<file path="src/rtl/timer_package.sv">
// Shared types and constants for the programmable timer.
// Holds the FSM state encoding, the reload mode encoding and the default width.
package timer_package;

    localparam int unsigned DEFAULT_BIT_COUNT = 32;

    typedef enum logic [1:0] {
        STATE_IDLE    = 2'd0,
        STATE_RUNNING = 2'd1,
        STATE_EXPIRED = 2'd2
    } timer_state_t;

    typedef enum logic {
        MODE_ONE_SHOT = 1'b0,
        MODE_PERIODIC = 1'b1
    } timer_mode_t;

endpackage

</file>
<file path="src/rtl/programmable_timer.sv">
// Programmable up-counter with one-shot and auto-reload modes.
// The FSM tracks IDLE/RUNNING/EXPIRED; a separate datapath owns count and done.
module programmable_timer
    import timer_package::*;
#(
    parameter int unsigned BIT_COUNT = DEFAULT_BIT_COUNT
) (
    input  logic                 clock,
    input  logic                 reset,
    input  logic                 is_enabled,
    input  logic                 start,
    input  logic                 stop,
    input  logic [BIT_COUNT-1:0] load_value,
    input  logic                 is_periodic,
    output logic [BIT_COUNT-1:0] count,
    output logic                 done,
    output logic                 is_running,
    output logic                 is_expired
);

    timer_state_t         state;
    timer_state_t         state_next;
    timer_mode_t          mode;
    logic [BIT_COUNT-1:0] terminal;
    logic [BIT_COUNT-1:0] count_next;
    logic                 done_next;
    logic                 at_terminal;
    logic                 advance;

    assign at_terminal = (count == terminal);
    assign advance     = (state == STATE_RUNNING) && is_enabled;

    always_ff @(posedge clock or posedge reset) begin
        if (reset) begin
            state <= STATE_IDLE;
        end else begin
            state <= state_next;
        end
    end

    // stop outranks start; both outrank the enable gate
    always_comb begin
        state_next = state;
        if (stop) begin
            state_next = STATE_IDLE;
        end else if (start) begin
            state_next = STATE_RUNNING;
        end else begin
            case (state)
                STATE_RUNNING: begin
                    if (is_enabled && at_terminal
                        && mode == MODE_ONE_SHOT) begin
                        state_next = STATE_EXPIRED;
                    end
                end
                STATE_IDLE:    state_next = STATE_IDLE;
                STATE_EXPIRED: state_next = STATE_EXPIRED;
                default:       state_next = STATE_IDLE;
            endcase
        end
    end

    always_comb begin
        is_running = (state == STATE_RUNNING);
        is_expired = (state == STATE_EXPIRED);
    end

    // increment only below terminal, so the adder can never wrap
    always_comb begin
        count_next = count;
        done_next  = 1'b0;
        if (!at_terminal) begin
            count_next = count + BIT_COUNT'(1);
            done_next  = (count_next == terminal);
        end else if (mode == MODE_PERIODIC) begin
            count_next = '0;
            done_next  = (terminal == '0);
        end
    end

    always_ff @(posedge clock or posedge reset) begin
        if (reset) begin
            terminal <= '0;
            mode     <= MODE_ONE_SHOT;
            count    <= '0;
            done     <= 1'b0;
        end else if (stop) begin
            count <= '0;
            done  <= 1'b0;
        end else if (start) begin
            terminal <= load_value;
            mode     <= is_periodic ? MODE_PERIODIC
                                    : MODE_ONE_SHOT;
            count    <= '0;
            done     <= (load_value == '0);
        end else if (advance) begin
            count <= count_next;
            done  <= done_next;
        end else begin
            done <= 1'b0;
        end
    end

endmodule

</file>
<file path="config.mk">
export PLATFORM = sky130hd
export DESIGN_NAME = programmable_timer
export DESIGN_NICKNAME = d
export VERILOG_FILES = /design/src/rtl/timer_package.sv /design/src/rtl/programmable_timer.sv
export SDC_FILE = /design/constraint.sdc
export NUM_CORES = 1
export LEC_CHECK = 0
export ABC_AREA = 0
export CORE_MARGIN = 4
export CORE_UTILIZATION = 40
export CTS_BUF_LIST = sky130_fd_sc_hd__clkbuf_4 sky130_fd_sc_hd__clkbuf_8
export DETAILED_ROUTE_END_ITERATION = 7
export GPL_ROUTABILITY_DRIVEN = 0
export SYNTH_ARGS = -nofsm -noshare
export SYNTH_HDL_FRONTEND = slang
export SYNTH_SLANG_ARGS = --single-unit
</file>
<file path="constraint.sdc">
create_clock -name clock -period 6.5 [get_ports clock]
set_clock_uncertainty 0.1 [all_clocks]
set_input_delay 0.975 -clock clock [delete_from_list [all_inputs] [get_ports clock]]
set_output_delay 0.975 -clock clock [all_outputs]
set_load 0.03 [all_outputs]
</file>
==> results.md, run 1 <==
* Outcome: completed
* Min-delay src: count[31]$_DFFE_PP0P_
* Initial antenna violation count at 0
* Post-DP HPWL at 9.30 mm
* Share of cells above drive strength 1 at 13.0%
* Most common cell in the synthesized netlist: dfrtp_1
* Die area at 12500 um^2
* Fin Setup TNS at 0 ns
* Fin area at 5320 um^2
* Critical path's slowest cell: or4_1
* Synth top area share at 39.4%
* Die Y-Extent at 112 um
* Clock Tree Root: clkbuf_8
* Routed WL per cell at 18.8 um
* Finish-stage setup viols at 0
* Max-cap violations at 0
* Register area share after synthesis at 39.4%
* CP endpoint kind: flip-flop
* Ports at 73
* Clk_lat worst skew at 0.35 ns
* Setup CP Type: in2reg
* Largest net degree at the start of global routing at 69
* GR Overflow Total at 0
* Avg Cell Area, Syn at 9.46 um^2
* Worst slew pin tran at 0.837 ns
* Worst Path Max Fanout at 60
* Post-synth EDFFs at 0
* Gr usage total at 19.9%
* Hold Path Class: reg2reg
* Core ar. at 10400 um^2
* Remaining DRCs at 0
* Input/output buffers at 72
* Number of distinct library cells after synthesis at 55
* Slew Viols, Final at 0
* Reg clk slew, reported paths at 0.08 ns
* H-tree Lvls at 3
* Data arrival time of the critical path at 3.67 ns
* Final WL at 12.4 mm
* Drt first-iter violations at 303
* WP buf/inv at 2
* Post-layout min period at 3.52 ns
* Area Growth Syn to Fin at 23.2%
* Post-Synthesis Cell Area at 4320 um^2
* Deepest clock path buffer count at 2
* Cells along the critical path: clkdlybuf4s50_1 > nand2_1 > nor3_1 > o21ai_4 > buf_4 > nand4b_1 > or4_1 > o41ai_2
* Startpoint Class: primary input
* Post-CTS Hold Buffers at 0
* Ys Warns at 0
* # clock sinks at 68
* Starting Density at 41.5%
* CTS buffer count at 9
* Leading area contributor after synthesis: dfrtp_1
* Cell count after synthesis at 457
* Peak Freq at 284 MHz
* Synth Register Bits at 68
* CTS tree: yes
* Num rows at 37
* Worst vdd ir at 0.138 mV
* DP Area at 5140 um^2
* Ys flop type: dfrtp_1
* Global-route wire length before repair at 20.0 mm
* Number of global-route vias before repair at 3731
* RSZ-0062 raised after global routing: false
* Setup bufs post-CTS at 0
* Crit-path max cell delay at 0.56 ns
* Vias at 3849
* Die X at 112 um
* WL met3 at 773 um
* Post-synth net total at 498
* Rel. slew slack at 44.2%
* Drt via density at 5.85
* DRT met1 WL at 5.77 mm
* Synth async-reset ratio at 100%
* DRT antenna net count at 0
* Top area cells in the synthesized netlist: dfrtp_1, mux2_2, xor2_1
* Setup crit start: is_enabled
* Routed wl met2 at 5.54 mm
* Synth top cells by count: dfrtp_1, xor2_1, o21ai_0
* P_leak at 0.00203 uW
* Crit-path leading delay family: simple AND/OR/NAND/NOR gates
* Critical Path RT at 6.65 ns
* Net count, final at 558
* Power Density at 186 nW/um^2
* ANT cells at 0
* Top sig layer: met4
* Tcrit/Tclk final at 54.2%
* Worst reg2reg startpoint: count[0]$_DFFE_PP0P_
* Final Hold Viols at 0
* Resized cells post-CTS at 0
* Initial DRT Pass Iterations at 5
[metrics by stage]
| step | setup WS, ns | hold WS (ns) | total power, uW | instances | utilization, % |
|---|---|---|---|---|---|
| 2_1_floorplan | 3.49 | 0.388 | 596 | 457 | - |
| 3_3_place_gp | 2.68 | 0.417 | 667 | 642 | 49.4 |
| 3_5_place_dp | 2.62 | 0.423 | 670 | 642 | 49.4 |
| 4_1_cts | 2.99 | 0.444 | 999 | 658 | 51.1 |
| 5_1_grt | 2.78 | 0.460 | 1040 | 658 | 51.1 |
| 6_report | 2.98 | 0.446 | 992 | 658 | 51.1 |
[final timing paths]
path,to,slack (ns),cells past startpoint
worst max-delay path,done$_DFF_PP0_,2.98,8
worst max register to register,done$_DFF_PP0_,3.02,8
worst min-delay path,count[31]$_DFFE_PP0P_,0.45,1
worst min register to register,count[31]$_DFFE_PP0P_,0.45,1
min in group asynchronous,terminal[22]$_DFFE_PP0P_,1.09,3
max in group asynchronous,count[8]$_DFFE_PP0P_,4.67,3
[kinds of logic after synthesis]
kind of cell	synth area share, %
AOI/OAI and AO/OA	14.7
xor gates and xnor gates	11.1
adders and majority gates	0.869
buffers and inverters	3.56
DFF	39.4
muxes	8.60
and+or+nand+nor	21.7
[routing by layer]
metal / vias to the layer above / track usage, %
li1: 1838 / -
met1: 1867 / 28.0
met2: 121 / 29.9
met3: 23 / 4.84
met4: 0 / 6.73
met5: - / 0
[worst reg2reg max path, cell delays in order, from the launching register on]
cell and delay, ns:
dfrtp_1 0.51, ha_1 0.34, nand4_2 0.28, nor4_4 0.67, and4_1 0.35, xnor2_1 0.13, nand4b_1 0.11, or4_1 0.56
o41ai_2 0.33
[registers in the layout, summed over array words and instances, names as in the netlist]
name,count
count,32
terminal,32
state,2
done,1
mode,1
[cells in the final DEF (no fill, tap or decap), types with 2 or more instances in the layout]
cell             count
a31oi_1              3
nand4_1             19
clkbuf_8             9
o31ai_1             17
xnor2_1             14
dfrtp_1             68
and3_1               5
nand4b_1             2
ha_1                 3
o41ai_1             10
a41oi_1              2
clkinvlp_4           3
nor2b_1              7
inv_6                2
mux2_2              33
clkdlybuf4s50_1     72
a21oi_1              9
o21ai_0             40
inv_1                8
buf_4                4
nor2_1              39
or4_1                2
nor3_1               6
or2_2                3
o22ai_1              2
nand2_1             20
xor2_1              41
and4_1               6
nand3_1             14
nand2b_1             3
o21ai_1              2
nor4_1              26
[final cells by class]
| type | count | area (um^2) |
|---|---|---|
| clock buffers | 10 | 131 |
| flip-flops and latches | 68 | 1700 |
| repair buffers | 76 | 751 |
| inverters | 9 | 33.8 |
| well taps | 136 | 170 |
| clock inverters | 6 | 48.8 |
| fillers | 945 | 5090 |
| multi-input cells | 353 | 2490 |
[where the power goes]
part | internal [uW] | total (uW) | switching, uW
Clock | 146 | 330 | 184
Sequential | 454 | 501 | 47.2
Combinational | 83.5 | 161 | 77.5
Total | 683 | 992 | 308
Note: power is estimated with default switching activity, not from simulation.
==> run 2: changes to the inputs <==
==> constraint.sdc (replaced) <==
create_clock -name clock -period 3.39 [get_ports clock]
set_clock_uncertainty 0.1 [all_clocks]
set_input_delay 0.5085 -clock clock [delete_from_list [all_inputs] [get_ports clock]]
set_output_delay 0.5085 -clock clock [all_outputs]
set_load 0.03 [all_outputs]
==> run 2 against run 1 <==
Compared with the run above: combinational power increased by 100%; via count increased by 3.7%; sequential share of layout area decreased by 0.91 points.
==> results.md, run 2 (synthesized netlist as in run 1, its figures left out) <==
* Most frequent cells in the layout: clkdlybuf4s50_1, dfrtp_1, xor2_1, o21ai_0, nor2_1 (unchanged)
* Total Power Consumption at 1960 uW (was 992 uW)
* Worst Path Max Fanout at 10 (was 60)
* Cells along the critical path: nand3_1 > or4_1 > nand2b_1 > nor2_1 > xor2_1 > or4_1 > o41ai_2 (was clkdlybuf4s50_1 > nand2_1 > nor3_1 > o21ai_4 > buf_4 > nand4b_1 > or4_1 > o41ai_2)
* CTS tree: yes (unchanged)
* Net count, final at 576 (was 558)
* Cell Count Post-Placement at 660 (was 642)
* Vias at 3991 (was 3849)
* RSZ-0062 raised after global routing: false (unchanged)
* Post-CTS Hold Buffers at 0 (unchanged)
* Most common cell after layout, fill and taps aside: clkdlybuf4s50_1 (unchanged)
* Hold Path Class: in2async (was reg2reg)
* Setup bufs post-CTS at 0 (unchanged)
* R2R cell count at 7 (was 8)
* WP buf/inv at 0 (was 2)
* Starting Density at 41.5% (unchanged)
* Worst vdd ir at 0.193 mV (was 0.138 mV)
* Input/output buffers at 72 (unchanged)
* Power Density at 357 nW/um^2 (was 186 nW/um^2)
* Logic pwr share at 16.5% (was 16.2%)
* Sw Ratio at 29.8% (was 31.1%)
* Core Util, Final at 52.6% (was 51.1%)
* Initial DRT Pass Iterations at 5 (unchanged)
* GR Overflow Total at 0 (unchanged)
* Filler Cell Count at 977 (was 945)
* Clock Tree Root: clkbuf_8 (unchanged)
* Startpoint Class: flip-flop (was primary input)
* Clk_lat worst skew at 0.36 ns (was 0.35 ns)
* Die Y-Extent at 112 um (unchanged)
* Area Growth Syn to Fin at 26.8% (was 23.2%)
* Max-cap violations at 0 (unchanged)
* Non-filler cells, final at 675 (was 658)
* Worst slew pin tran at 0.617 ns (was 0.837 ns)
* Gr usage total at 21.1% (was 19.9%)
* CTS buffer count at 9 (unchanged)
* Drt first-iter violations at 322 (was 303)
* H-tree Lvls at 3 (unchanged)
* Core ar. at 10400 um^2 (unchanged)
* P_leak at 0.00215 uW (was 0.00203 uW)
* Peak Freq at 321 MHz
* Fin Setup TNS at 0 ns (unchanged)
* Crit-path max cell delay at 0.57 ns (was 0.56 ns)
* Int Power at 1370 uW (was 683 uW)
* Global-route wire length before repair at 21.2 mm (was 20.0 mm)
* # clock sinks at 68 (unchanged)
* Ports at 73 (unchanged)
* Number of global-route vias before repair at 3928 (was 3731)
* Die X at 112 um (unchanged)
* Share of cells above drive strength 1 at 15.8% (was 13.0%)
* Rel. slew slack at 58.9% (was 44.2%)
* Routed WL per cell at 19.4 um (was 18.8 um)
* Resized cells post-CTS at 0 (unchanged)
* Worst reg2reg startpoint: count[7]$_DFFE_PP0P_ (was count[0]$_DFFE_PP0P_)
* Setup slack, reg-to-reg at 0.27 ns (was 3.02 ns)
* Register share of total power at 48.7% (was 50.5%)
* Most frequent CP cell: or4_1
* Final WL at 13.1 mm (was 12.4 mm)
* RR Endpoint: done$_DFF_PP0_ (unchanged)
* Die area at 12500 um^2 (unchanged)
* Post-DP HPWL at 9.86 mm (was 9.30 mm)
* Finish-stage setup viols at 0 (unchanged)
* Largest net degree at the start of global routing at 69 (unchanged)
* Critical Path RT at 3.54 ns (was 6.65 ns)
* Psw at 583 uW (was 308 uW)
* Remaining DRCs at 0 (unchanged)
* Tcrit/Tclk final at 92.0%
* Data arrival time of the critical path at 3.27 ns (was 3.67 ns)
* Num rows at 37 (unchanged)
* Deepest clock path buffer count at 2 (unchanged)
* DRT antenna net count at 0 (unchanged)
* Drt via density at 5.91 (was 5.85)
* Final Hold Viols at 0 (unchanged)
* Crit-path leading delay family: simple AND/OR/NAND/NOR gates (unchanged)
* Setup CP Type: reg2reg (was in2reg)
* Outcome: completed (unchanged)
* CP endpoint kind: flip-flop (unchanged)
* Initial antenna violation count at 0 (unchanged)
* Reg clk slew, reported paths at 0.09 ns (was 0.08 ns)
* ANT cells at 0 (unchanged)
* Top Registers: count: 32 flops, terminal: 32 flops, state: 2 flops (unchanged)
* Clock share of power at 34.8% (was 33.2%)
* Post-layout min period at 3.12 ns
* Critical path's slowest cell: or4_1 (unchanged)
* Slew Viols, Final at 0 (unchanged)
==> run 2: worst max path at each step <==
| stage | start | to | slack, ns | cells after the start |
|---|---|---|---|---|
| after floorplan | count[0]$_DFFE_PP0P_ | done$_DFF_PP0_ | 0.38 | 8 |
| after global placement | count[10]$_DFFE_PP0P_ | done$_DFF_PP0_ | 0.45 | 7 |
| after detailed placement | count[7]$_DFFE_PP0P_ | done$_DFF_PP0_ | 0.28 | 7 |
| after CTS | count[7]$_DFFE_PP0P_ | done$_DFF_PP0_ | 0.24 | 7 |
| after global routing | count[7]$_DFFE_PP0P_ | done$_DFF_PP0_ | 0.05 | 7 |
| final | count[7]$_DFFE_PP0P_ | done$_DFF_PP0_ | 0.27 | 7 |
==> run 2: layout make-up <==
| class | instances | area [um^2] | share of cell area [%] |
|---|---|---|---|
| tap | 136 | 170 | 3.11 |
| clock inverter | 6 | 65.1 | 1.19 |
| inverter | 9 | 33.8 | 0.617 |
| sequential | 68 | 1700 | 31.1 |
| clock buffer | 9 | 124 | 2.26 |
| multi-input combinational | 353 | 2490 | 45.4 |
| timing repair buffer | 94 | 898 | 16.4 |
==> run 2: worst min-delay path: stages <==
cell and delay (ns):
clkdlybuf4s50_1 0.41, inv_2 0.07, buf_12 0.32
==> run 2: routing by layer <==
metal | track usage, % | share of wire (%)
met1 | 30.0 | 46
met2 | 32.3 | 46
met3 | 4.35 | 6.0
met4 | 6.57 | 1.9
met5 | 0 | 0
==> run 2: stage by stage <==
| stage | hold WS (ns) | worst slack (ns) | cell area (um^2) |
|---|---|---|---|
| final | 0.451 | 0.273 | 5480 |
| after global routing | 0.484 | 0.0493 | 5480 |
| after CTS | 0.456 | 0.240 | 5480 |
| after detailed placement | 0.450 | 0.276 | 5290 |
| after global placement | 0.438 | 0.454 | 5290 |
| after floorplan | 0.388 | 0.381 | 4320 |
==> run 2: power by group through the flow <==
stage	Combinational (uW)	Sequential, uW	Clock, uW
after floorplan	206	936	0
after global placement	320	967	0
after detailed placement	324	969	0
after CTS	325	952	690
after global routing	354	961	724
final	322	954	681
